**src/rtl/instr_fetch_unit.sv**
```systemverilog
// Instruction fetch unit: issues in-order word reads to instruction memory and
// buffers returned words with their addresses in a prefetch queue for the decoder.
module instr_fetch_unit #(
    parameter int          DEPTH      = 4,
    parameter logic [31:0] RESET_ADDR = 32'h0000_0000
) (
    input  logic                     clk,
    input  logic                     rst,
    input  logic                     redirect_valid,
    input  logic [31:0]              redirect_pc,
    output logic                     imem_req,
    output logic [31:0]              imem_addr,
    input  logic                     imem_gnt,
    input  logic                     imem_rvalid,
    input  logic [31:0]              imem_rdata,
    output logic                     dec_valid,
    output logic [31:0]              dec_instr,
    output logic [31:0]              dec_pc,
    input  logic                     dec_ready,
    output logic [$clog2(DEPTH):0]   fq_count
);

    localparam int                CW      = $clog2(DEPTH) + 1;
    localparam int                PW      = $clog2(DEPTH);
    localparam logic [CW-1:0]     DEPTH_C = CW'(DEPTH);
    localparam logic [CW:0]       DEPTH_W = (CW+1)'(DEPTH);

    logic [31:0]   fetch_pc_q, fetch_pc_d;
    logic [31:0]   resp_pc_q, resp_pc_d;
    logic [CW-1:0] outstanding_q, outstanding_d;
    logic [CW-1:0] drop_cnt_q, drop_cnt_d;
    logic [CW-1:0] count_q, count_d;
    logic [PW-1:0] rd_ptr_q, rd_ptr_d;
    logic [PW-1:0] wr_ptr_q, wr_ptr_d;
    logic [31:0]   q_pc_q [DEPTH];
    logic [31:0]   q_pc_d [DEPTH];
    logic [31:0]   q_instr_q [DEPTH];
    logic [31:0]   q_instr_d [DEPTH];

    logic [CW-1:0] live_s;
    logic [CW:0]   credit_s;
    logic          grant_s;
    logic          rsp_s;
    logic          push_s;
    logic          pop_s;

    // Credit: queued words plus live reads must stay below DEPTH so the queue never overflows.
    always_comb begin
        live_s   = outstanding_q - drop_cnt_q;
        credit_s = {1'b0, count_q} + {1'b0, live_s};
        imem_req = !rst && !redirect_valid && (credit_s < DEPTH_W) && (outstanding_q < DEPTH_C);
        grant_s  = imem_req && imem_gnt;
        rsp_s    = imem_rvalid && (outstanding_q != '0);
        push_s   = rsp_s && (drop_cnt_q == '0) && !redirect_valid;
        pop_s    = dec_ready && (count_q != '0);
    end

    assign imem_addr = fetch_pc_q;
    assign dec_valid = (count_q != '0);
    assign dec_instr = q_instr_q[rd_ptr_q];
    assign dec_pc    = q_pc_q[rd_ptr_q];
    assign fq_count  = count_q;

    // Next-state: a redirect flushes the queue and marks every unreturned read stale.
    always_comb begin
        fetch_pc_d    = fetch_pc_q;
        resp_pc_d     = resp_pc_q;
        outstanding_d = outstanding_q + CW'(grant_s) - CW'(rsp_s);
        drop_cnt_d    = drop_cnt_q;
        count_d       = count_q;
        rd_ptr_d      = rd_ptr_q;
        wr_ptr_d      = wr_ptr_q;
        q_pc_d        = q_pc_q;
        q_instr_d     = q_instr_q;
        if (redirect_valid) begin
            fetch_pc_d = {redirect_pc[31:2], 2'b00};
            resp_pc_d  = {redirect_pc[31:2], 2'b00};
            drop_cnt_d = outstanding_q + CW'(grant_s) - CW'(rsp_s);
            count_d    = '0;
            rd_ptr_d   = '0;
            wr_ptr_d   = '0;
        end else begin
            if (grant_s) begin
                fetch_pc_d = fetch_pc_q + 32'd4;
            end else begin
                fetch_pc_d = fetch_pc_q;
            end
            if (rsp_s && (drop_cnt_q != '0)) begin
                drop_cnt_d = drop_cnt_q - CW'(1);
            end else begin
                drop_cnt_d = drop_cnt_q;
            end
            if (push_s) begin
                q_pc_d[wr_ptr_q]    = resp_pc_q;
                q_instr_d[wr_ptr_q] = imem_rdata;
                wr_ptr_d            = wr_ptr_q + PW'(1);
                resp_pc_d           = resp_pc_q + 32'd4;
            end else begin
                wr_ptr_d = wr_ptr_q;
            end
            if (pop_s) begin
                rd_ptr_d = rd_ptr_q + PW'(1);
            end else begin
                rd_ptr_d = rd_ptr_q;
            end
            count_d = count_q + CW'(push_s) - CW'(pop_s);
        end
    end

    // State registers; reset also clears queue storage so the decoder outputs read zero.
    always_ff @(posedge clk or posedge rst) begin
        if (rst) begin
            fetch_pc_q    <= RESET_ADDR;
            resp_pc_q     <= RESET_ADDR;
            outstanding_q <= '0;
            drop_cnt_q    <= '0;
            count_q       <= '0;
            rd_ptr_q      <= '0;
            wr_ptr_q      <= '0;
            for (int i = 0; i < DEPTH; i++) begin
                q_pc_q[i]    <= 32'h0000_0000;
                q_instr_q[i] <= 32'h0000_0000;
            end
        end else begin
            fetch_pc_q    <= fetch_pc_d;
            resp_pc_q     <= resp_pc_d;
            outstanding_q <= outstanding_d;
            drop_cnt_q    <= drop_cnt_d;
            count_q       <= count_d;
            rd_ptr_q      <= rd_ptr_d;
            wr_ptr_q      <= wr_ptr_d;
            q_pc_q        <= q_pc_d;
            q_instr_q     <= q_instr_d;
        end
    end

endmodule
```
**config.mk**
```make
export PLATFORM = sky130hd
export DESIGN_NAME = instr_fetch_unit
export DESIGN_NICKNAME = d
export VERILOG_FILES = /design/src/rtl/instr_fetch_unit.sv
export SDC_FILE = /design/constraint.sdc
export NUM_CORES = 1
export LEC_CHECK = 0
export CAP_MARGIN = 20
export CORE_MARGIN = 2
export CORE_UTILIZATION = 31
export CTS_CLUSTER_SIZE = 10
export DETAILED_ROUTE_END_ITERATION = 16
export GPL_ROUTABILITY_DRIVEN = 0
export PLACE_DENSITY = 0.55
export SYNTH_ARGS = -nofsm -noshare
export SYNTH_HDL_FRONTEND = slang
export SYNTH_SLANG_ARGS = --single-unit
```
**constraint.sdc**
```tcl
create_clock -name clk -period 20.5 [get_ports clk]
set_input_delay 6.15 -clock clk [delete_from_list [all_inputs] [get_ports clk]]
set_output_delay 6.15 -clock clk [all_outputs]
set_load 0.02 [all_outputs]
```
## Yosys cells after proc, flatten, opt, wreduce, memory -nomap -nowiden

Index checks and enable logic that the tools add are counted.

- Logic and storage cells: 76
- Latch bits: 0
- Memories: 0
- Memory bits (writable): 0
- Bits in read-only memories: 0
- Register bits: 333

- Div/mod/pow operators: 0
- Multiplexer cells: 21
- Shifts and indexed selects: 0
- Eq/ne operators: 0
- Add/subtract/negate cells: 11
- Order comparisons: 5
- Multiply operators: 0
- Reductions and logical operators: 21
- Bitwise logic cells: 3

Operators by type and width:

| operator | number |
|---|---|
| $mux W32 | 9 |
| $bwmux W128 | 2 |
| $bmux W32 S2 | 2 |
| $add A32 B3 Y32 const B | 2 |
| $demux W32 S2 | 1 |
| $logic_and A1 B1 Y1 | 10 |
| $mux W3 | 3 |
| $reduce_bool A3 Y1 | 3 |
| $mux W2 | 4 |
| $reduce_bool A2 Y1 | 4 |
| $add A3 B1 Y3 | 2 |
| $ge A3 B3 Y1 const B | 2 |
| $not A2 Y3 | 2 |
| $sub A3 B1 Y3 | 2 |
| $add A2 B1 Y2 const B | 2 |
| $add A3 B3 Y4 | 1 |
| $lt A4 B3 Y1 const B | 1 |
| $logic_not A3 Y1 | 1 |
| $lt A3 B1 Y1 const B | 1 |
| $lt A3 B3 Y1 const B | 1 |
| $sub A3 B1 Y3 const B | 1 |
| $sub A3 B3 Y3 | 1 |
| $logic_not A1 Y1 | 2 |
| $reduce_and A2 Y1 | 1 |
| $not A1 Y1 | 1 |

## Logic depth before layout (Yosys ltp)

Gate-level depths: netlist of the first run.

- Depth after elaboration: 9
- Gate-level depth with buffers: 21
- Gate-level depth less buffers: 18

## Worst setup path before layout of the first run

No wires, ideal clock.

- Path kind: input to output
- Start: in redirect_valid
- End: out imem_req
- Stages: 4
- Buffers on the path: 1
- Data arrival time: 6.906 ns
- Slack: 7.444 ns
- Cells stage by stage: buf_6 -> nor4_2 -> nand2_1 -> nor2_1

- Longest elaborated chain between the ends: 4

RTL lines:

| what | RTL line | text |
|---|---|---|
| start: declaration | 9 | `input logic redirect_valid,` |
| $logic_not A1 Y1 | 51 | `imem_req = !rst && !redirect_valid && (credit_s < DEPTH_W) && (outstanding_q < DEPTH_C);` |
| $logic_and A1 B1 Y1 (3 in a row) | 51 |  |
| end: declaration | 11 | `output logic imem_req,` |

Every way passes these cells.

## Worst setup path in the final report of the first run

Same ends and word-level chain as after synthesis.

==> results.toml, run 1 <==
[grt]
grt.met1_usage = 0.2032
grt-busiest-layer = "met2"
grt_pass1_vias = 10010
grt_use_met2 = 0.2324
grt_usage = 0.1473
grt_max_degree = 112
gr-total-overflow = 0
grt_pass1_wl_mm = 57.90
antenna_found_initial = 0
gr-usage-met3 = 0.03714

[synth]
yosys.area.top_type = "dfrtp_1"
yosys.area.top_type_share = 0.5378
syn_inst = 1085
yosysWarnings = 0
synthFlopType = "dfrtp_1"
avgSynthCellArea_sq_um = 13.77
synth_area_leaders = "dfrtp_1 (54%), mux2_2 (19%), mux4_2 (9.3%), xnor2_1 (1.9%), o21ai_0 (1.5%)"
yosysSeqAreaShare = 0.5378
post_synth_num_cell_types = 51
syn_area_sq_um = 14940
async_flop_share = 1.000
synth_seq_cells = 321
synth_edf_count = 0

[timing]
timing.fmax_mhz = 71.77
tightest_slew_ns = 1.094
setup_violations = 0
hold_viol_final = 0
fin_crit_ns = 13.93
final.setup.tns_ns = 0
grt_setup_unrepaired = "false"
maxSlewHeadroom = 0.2704
fin_crit_sh = 0.6797
slew_violations = 0
finalClockSkew_ns = 0.02484
fin_ws_ns = 6.566

[placed_design]
hpwl_mm = 22.15
post-place-ws_ns = 6.538
io_buffers = 164

[die]
ioPinCount = 171
dieArea_sq_um = 49950
num_rows = 80
dieWidth_um = 223.5
initial_core_util = 0.3135
coreArea_sq_um = 47650
chipHeight_um = 223.5

[clocking]
htreeDepth = 2
cts_made_buffers = 40
clock_path_buffers = 3
clock-sinks = 321
cts.clk_slew.worst_paths_ns = 0.05
cts-resized-gates = 0
clockRootBuffer = "clkbuf_16"
post_cts_buffers = 0
cts_tree = "built"
clock_latency_ns = 0.55
cts_hold_buf = 0

[worst_setup_path]
cp.required_ns = 14.35
reg2reg_slack_ns = 16.47
end_kind = "primary output"
crit_path_start_kind = "input port"
crit_type = "in2out"
arrival_ns = 7.78
worstPathMaxFanout = 71

[hold_path]
hp-class = "reg2reg"

[routing]
drc_errors = 0
dr.pass1.iters = 4
postRouteAntennaNets = 0
routedWlPerCell_um = 19.18
drtIter0Drc = 410
avgViaCountPerCell = 5.023
wl_mm = 35.80
via_count = 9378

[pwr]
power_density_nw_per_um2 = 127.1
irDropWorstVdd_mv = 0.05102
p_leak_nw = 7.828

[final_layout]
mostFrequentLayoutCells = "dfrtp_1 (319), mux2_2 (249), clkdlybuf4s50_1 (163)"
diodes = 0
area_delta_synth_final_pct = 22.15
fillers = 4554
final_net_count = 1321
post-route-util = 0.3829
layout-drive-gt1-share = 0.3139
final_common_cell = "dfrtp_1"

[outcome]
outcome = "complete, no violations"

[run]
maxCapViolations = 0
## stage by stage
| stage | std cells | hold slack, ns | area [sq um] | power [mW] |
|---|---|---|---|---|
| 6_report | 1867 | 0.4994 | 18250 | 2.318 |
| 4_1_cts | 1867 | 0.5026 | 18250 | 2.365 |
| 3_3_place_gp | 1806 | 0.4842 | 17110 | 1.700 |
| 3_5_place_dp | 1806 | 0.4899 | 17110 | 1.717 |
| 5_1_grt | 1867 | 0.5088 | 18250 | 2.456 |
| 2_1_floorplan | 1088 | 0.4751 | 14950 | 1.385 |
## power breakdown
group / internal (mW) / total (mW) / switching [mW]
Sequential: 0.780 / 0.892 / 0.112
Combinational: 0.436 / 0.795 / 0.359
Clock: 0.367 / 0.631 / 0.263
Total: 1.58 / 2.32 / 0.735
## cell usage after synthesis (6+ instances only)
cell type	instances
dfrtp_1	321
mux2_2	249
mux4_2	62
nand2_1	59
o21ai_0	46
buf_2	38
xnor2_1	33
nor2_1	30
nand3_1	27
clkbuf_1	25
inv_1	25
ha_1	15
nor3_1	11
nand4_1	10
o211ai_1	10
a21oi_1	9
and2_1	9
xor2_1	8
a41oi_1	7
and3_1	7
or4_1	7
and4_1	6
buf_4	6
o21ai_1	6
o311ai_0	6
## sequential cells by signal (all words and copies together), names as in the netlist, 3 cells and up
name	flops
drop_cnt_q	3
fq_count	3
imem_addr	30
outstanding_q	3
q_instr_q	128
q_pc_q	120
resp_pc_q	30
## cell families after synthesis
group,after synthesis,synth area share
adder cells (fa/ha/maj),18,0.01659
flip-flops,321,0.5378
XOR/XNOR,41,0.02404
multiplexers,312,0.2819
buffers and inverters,101,0.03133
AO/OA/AOI/OAI,98,0.04012
AND/OR/NAND/NOR,193,0.06802
other,1,0.0002511
## per-layer routing
layer	vias up	wire [um]
li1	4231	-
met1	4868	16590
met2	227	16620
met3	52	1951
met4	0	634
met5	-	0
## layout make-up
| class | instances | area (sq um) | share of cell area |
|---|---|---|---|
| Sequential cell | 321 | 8038 | 0.4405 |
| Multi-Input combinational cell | 666 | 6457 | 0.3539 |
| Timing Repair Buffer | 178 | 1742 | 0.09546 |
| Clock buffer | 56 | 1091 | 0.05980 |
| Tap cell | 615 | 769.5 | 0.04218 |
| Inverter | 26 | 105.1 | 0.005761 |
| Clock inverter | 5 | 42.54 | 0.002332 |
## path summary, 6_finish.rpt
check                                 to  cells after the start             start
min in group asynchronous    fq_count[1]                      2               rst
max in group asynchronous    rd_ptr_q[0]                      3               rst
setup reg to reg           drop_cnt_q[2]                     19  outstanding_q[0]
hold reg to reg               q_pc_q[55]                      1        q_pc_q[55]
hold / removal                q_pc_q[55]                      1        q_pc_q[55]
setup / recovery                imem_req                      6    redirect_valid
## critical path, stage by stage
cell             delay (ns)
buf_2                  0.10
buf_4                  0.33
nor4_2                 0.38
nand2_1                0.08
nor2_1                 0.10
clkdlybuf4s50_1        0.61
Note: power is estimated with default switching activity, not from simulation.
==> run 2: changes to the inputs <==
PLACE_DENSITY = 0.57   (was 0.55)
clock period = 12.79 ns   (was 20.5 ns; I/O delays follow)
==> run 2 against run 1 <==
Net effect:
- first-iteration DRC count down 9.8%
- critical path depth stayed put
- sequential power increased by 60%
- global-route usage down 0.17 points
- largest cell class unchanged
- highest routed layer unchanged
- critical endpoint unchanged
- setup slack worse by 3.1 ns
==> results.toml, run 2 (synthesis results as in run 1) <==
[final_layout]
layout-drive-gt1-share = 0.3155
fin_area_sq_um = 18300
mostFrequentLayoutCells = "dfrtp_1 (319), mux2_2 (249), clkdlybuf4s50_1 (163)"
final_common_cell = "dfrtp_1"
reg_top3 = "q_instr_q: 128 flops, q_pc_q: 120 flops"
post-route-util = 0.3841
final_net_count = 1321
final_cells = 1864
largest_register_ffs = 128
area_delta_synth_final_pct = 22.53
diodes = 0
top_register = "q_instr_q"

[placed_design]
io_buffers = 164
hpwl_mm = 22.49
placed_cell_area_sq_um = 17100
dp_cells = 1805

[pwr]
power_density_nw_per_um2 = 205.0
seqPwrFrac = 0.380
p_leak_nw = 7.858
power_switching_mw = 1.177
pwr-share-clk = 0.277
intPower_mw = 2.576
pwr-share-comb = 0.343
irDropWorstVdd_mv = 0.08374
swShare = 0.3136

[worst_setup_path]
crit_type = "in2out"
cp.required_ns = 8.95
worstPathMaxFanout = 71
end_kind = "primary output"
r2r-start = "outstanding_q[0]"
crit_path_start = "redirect_valid"
arrival_ns = 5.46
crit_path_start_kind = "input port"

[routing]
routedWlPerCell_um = 19.23
drtIter0Drc = 370
drc_errors = 0
wl_met3_mm = 1.739
wl_mm = 35.85
postRouteAntennaNets = 0
wl_met1_mm = 16.88
dr_wl_met2_mm = 16.45
avgViaCountPerCell = 5.040
dr.pass1.iters = 5
via_count = 9395
top_layer_used = "met4"

[timing]
holdWs_ns = 0.4967
timing.fmax_mhz = 107.6
final.setup.tns_ns = 0
setup_violations = 0
maxSlewHeadroom = 0.2954
fin_crit_ns = 9.297
slew_violations = 0
finalClockSkew_ns = 0.02844
hold_viol_final = 0
fin_crit_sh = 0.7269
tightest_slew_ns = 1.057
grt_setup_unrepaired = "false"

[run]
maxCapViolations = 0

[outcome]
outcome = "complete, no violations"

[hold_path]
min-delay-start = "q_pc_q[45]"
hp-class = "reg2reg"

[die]
dieWidth_um = 223.5
ioPinCount = 171
dieArea_sq_um = 49950
coreArea_sq_um = 47650
num_rows = 80
initial_core_util = 0.3135
chipHeight_um = 223.5

[clocking]
cts_made_buffers = 40
htreeDepth = 2
cts-resized-gates = 0
clockRootBuffer = "clkbuf_16"
post_cts_buffers = 0
cts.clk_slew.worst_paths_ns = 0.05
cts_hold_buf = 0
clock-sinks = 321
cts_tree = "built"
clock_path_buffers = 3
clock_latency_ns = 0.55

[grt]
grt_pass1_vias = 9965
grt_max_degree = 101
grt_usage = 0.1455
gr-total-overflow = 0
antenna_found_initial = 0
grt_pass1_wl_mm = 57.11
-- run 2: changes by cell type in the layout (fill, tap and decap cells not counted), sizes merged --
cell / previous run / this run
clkbuf: 56 / 52
clkinvlp: 1 / 0
bufinv: 0 / 2
-- run 2: worst paths after layout --
kind                       slack (ns)            end  depth (start not counted)
hold / removal                   0.50     q_pc_q[45]                          1
setup / recovery                 3.49       imem_req                          6
setup reg to reg                 8.77  drop_cnt_q[2]                         19
min in group asynchronous        3.85    fq_count[2]                          2
max in group asynchronous        7.42   q_instr_q[3]                          3
hold reg to reg                  0.50     q_pc_q[45]                          1
-- run 2: worst max-delay path, cell delays in order --
cell and delay [ns]:
buf_2 0.10, buf_4 0.33, nor4_2 0.37, nand2_1 0.08, nor2_1 0.10, clkdlybuf4s50_1 0.60
-- run 2: metrics by stage --
step / worst slack (ns) / power (mW)
finish: 3.493 / 3.753
global placement: 3.416 / 2.725
global route: 3.365 / 3.970
detailed placement: 3.478 / 2.755
floorplan: 0.06838 / 2.220
CTS: 3.479 / 3.826
-- run 2: final cells by class --
| class | instances | area (sq um) |
|---|---|---|
| fillers | 4548 | 29340 |
| flip-flops and latches | 321 | 8038 |
| multi-input cells | 666 | 6457 |
| repair buffers | 178 | 1762 |
| clock buffers | 52 | 1076 |
| well taps | 615 | 769.5 |
| inverters | 26 | 105.1 |
| clock inverters | 6 | 95.09 |
-- run 2: power by group through the flow --
stage	clock, mW	combinational, mW	sequential [mW]
CTS	1.08	1.32	1.43
global placement	0	1.29	1.43
global route	1.12	1.39	1.46
detailed placement	0	1.31	1.44
floorplan	0	0.832	1.39
finish	1.04	1.29	1.43
-- run 2: routing by layer --
layer | vias up | global-route usage
met1 | 4877 | 0.2009
met2 | 211 | 0.2296
met3 | 57 | 0.03055
met5 | - | 0
met4 | 0 | 0.04538
li1 | 4250 | -
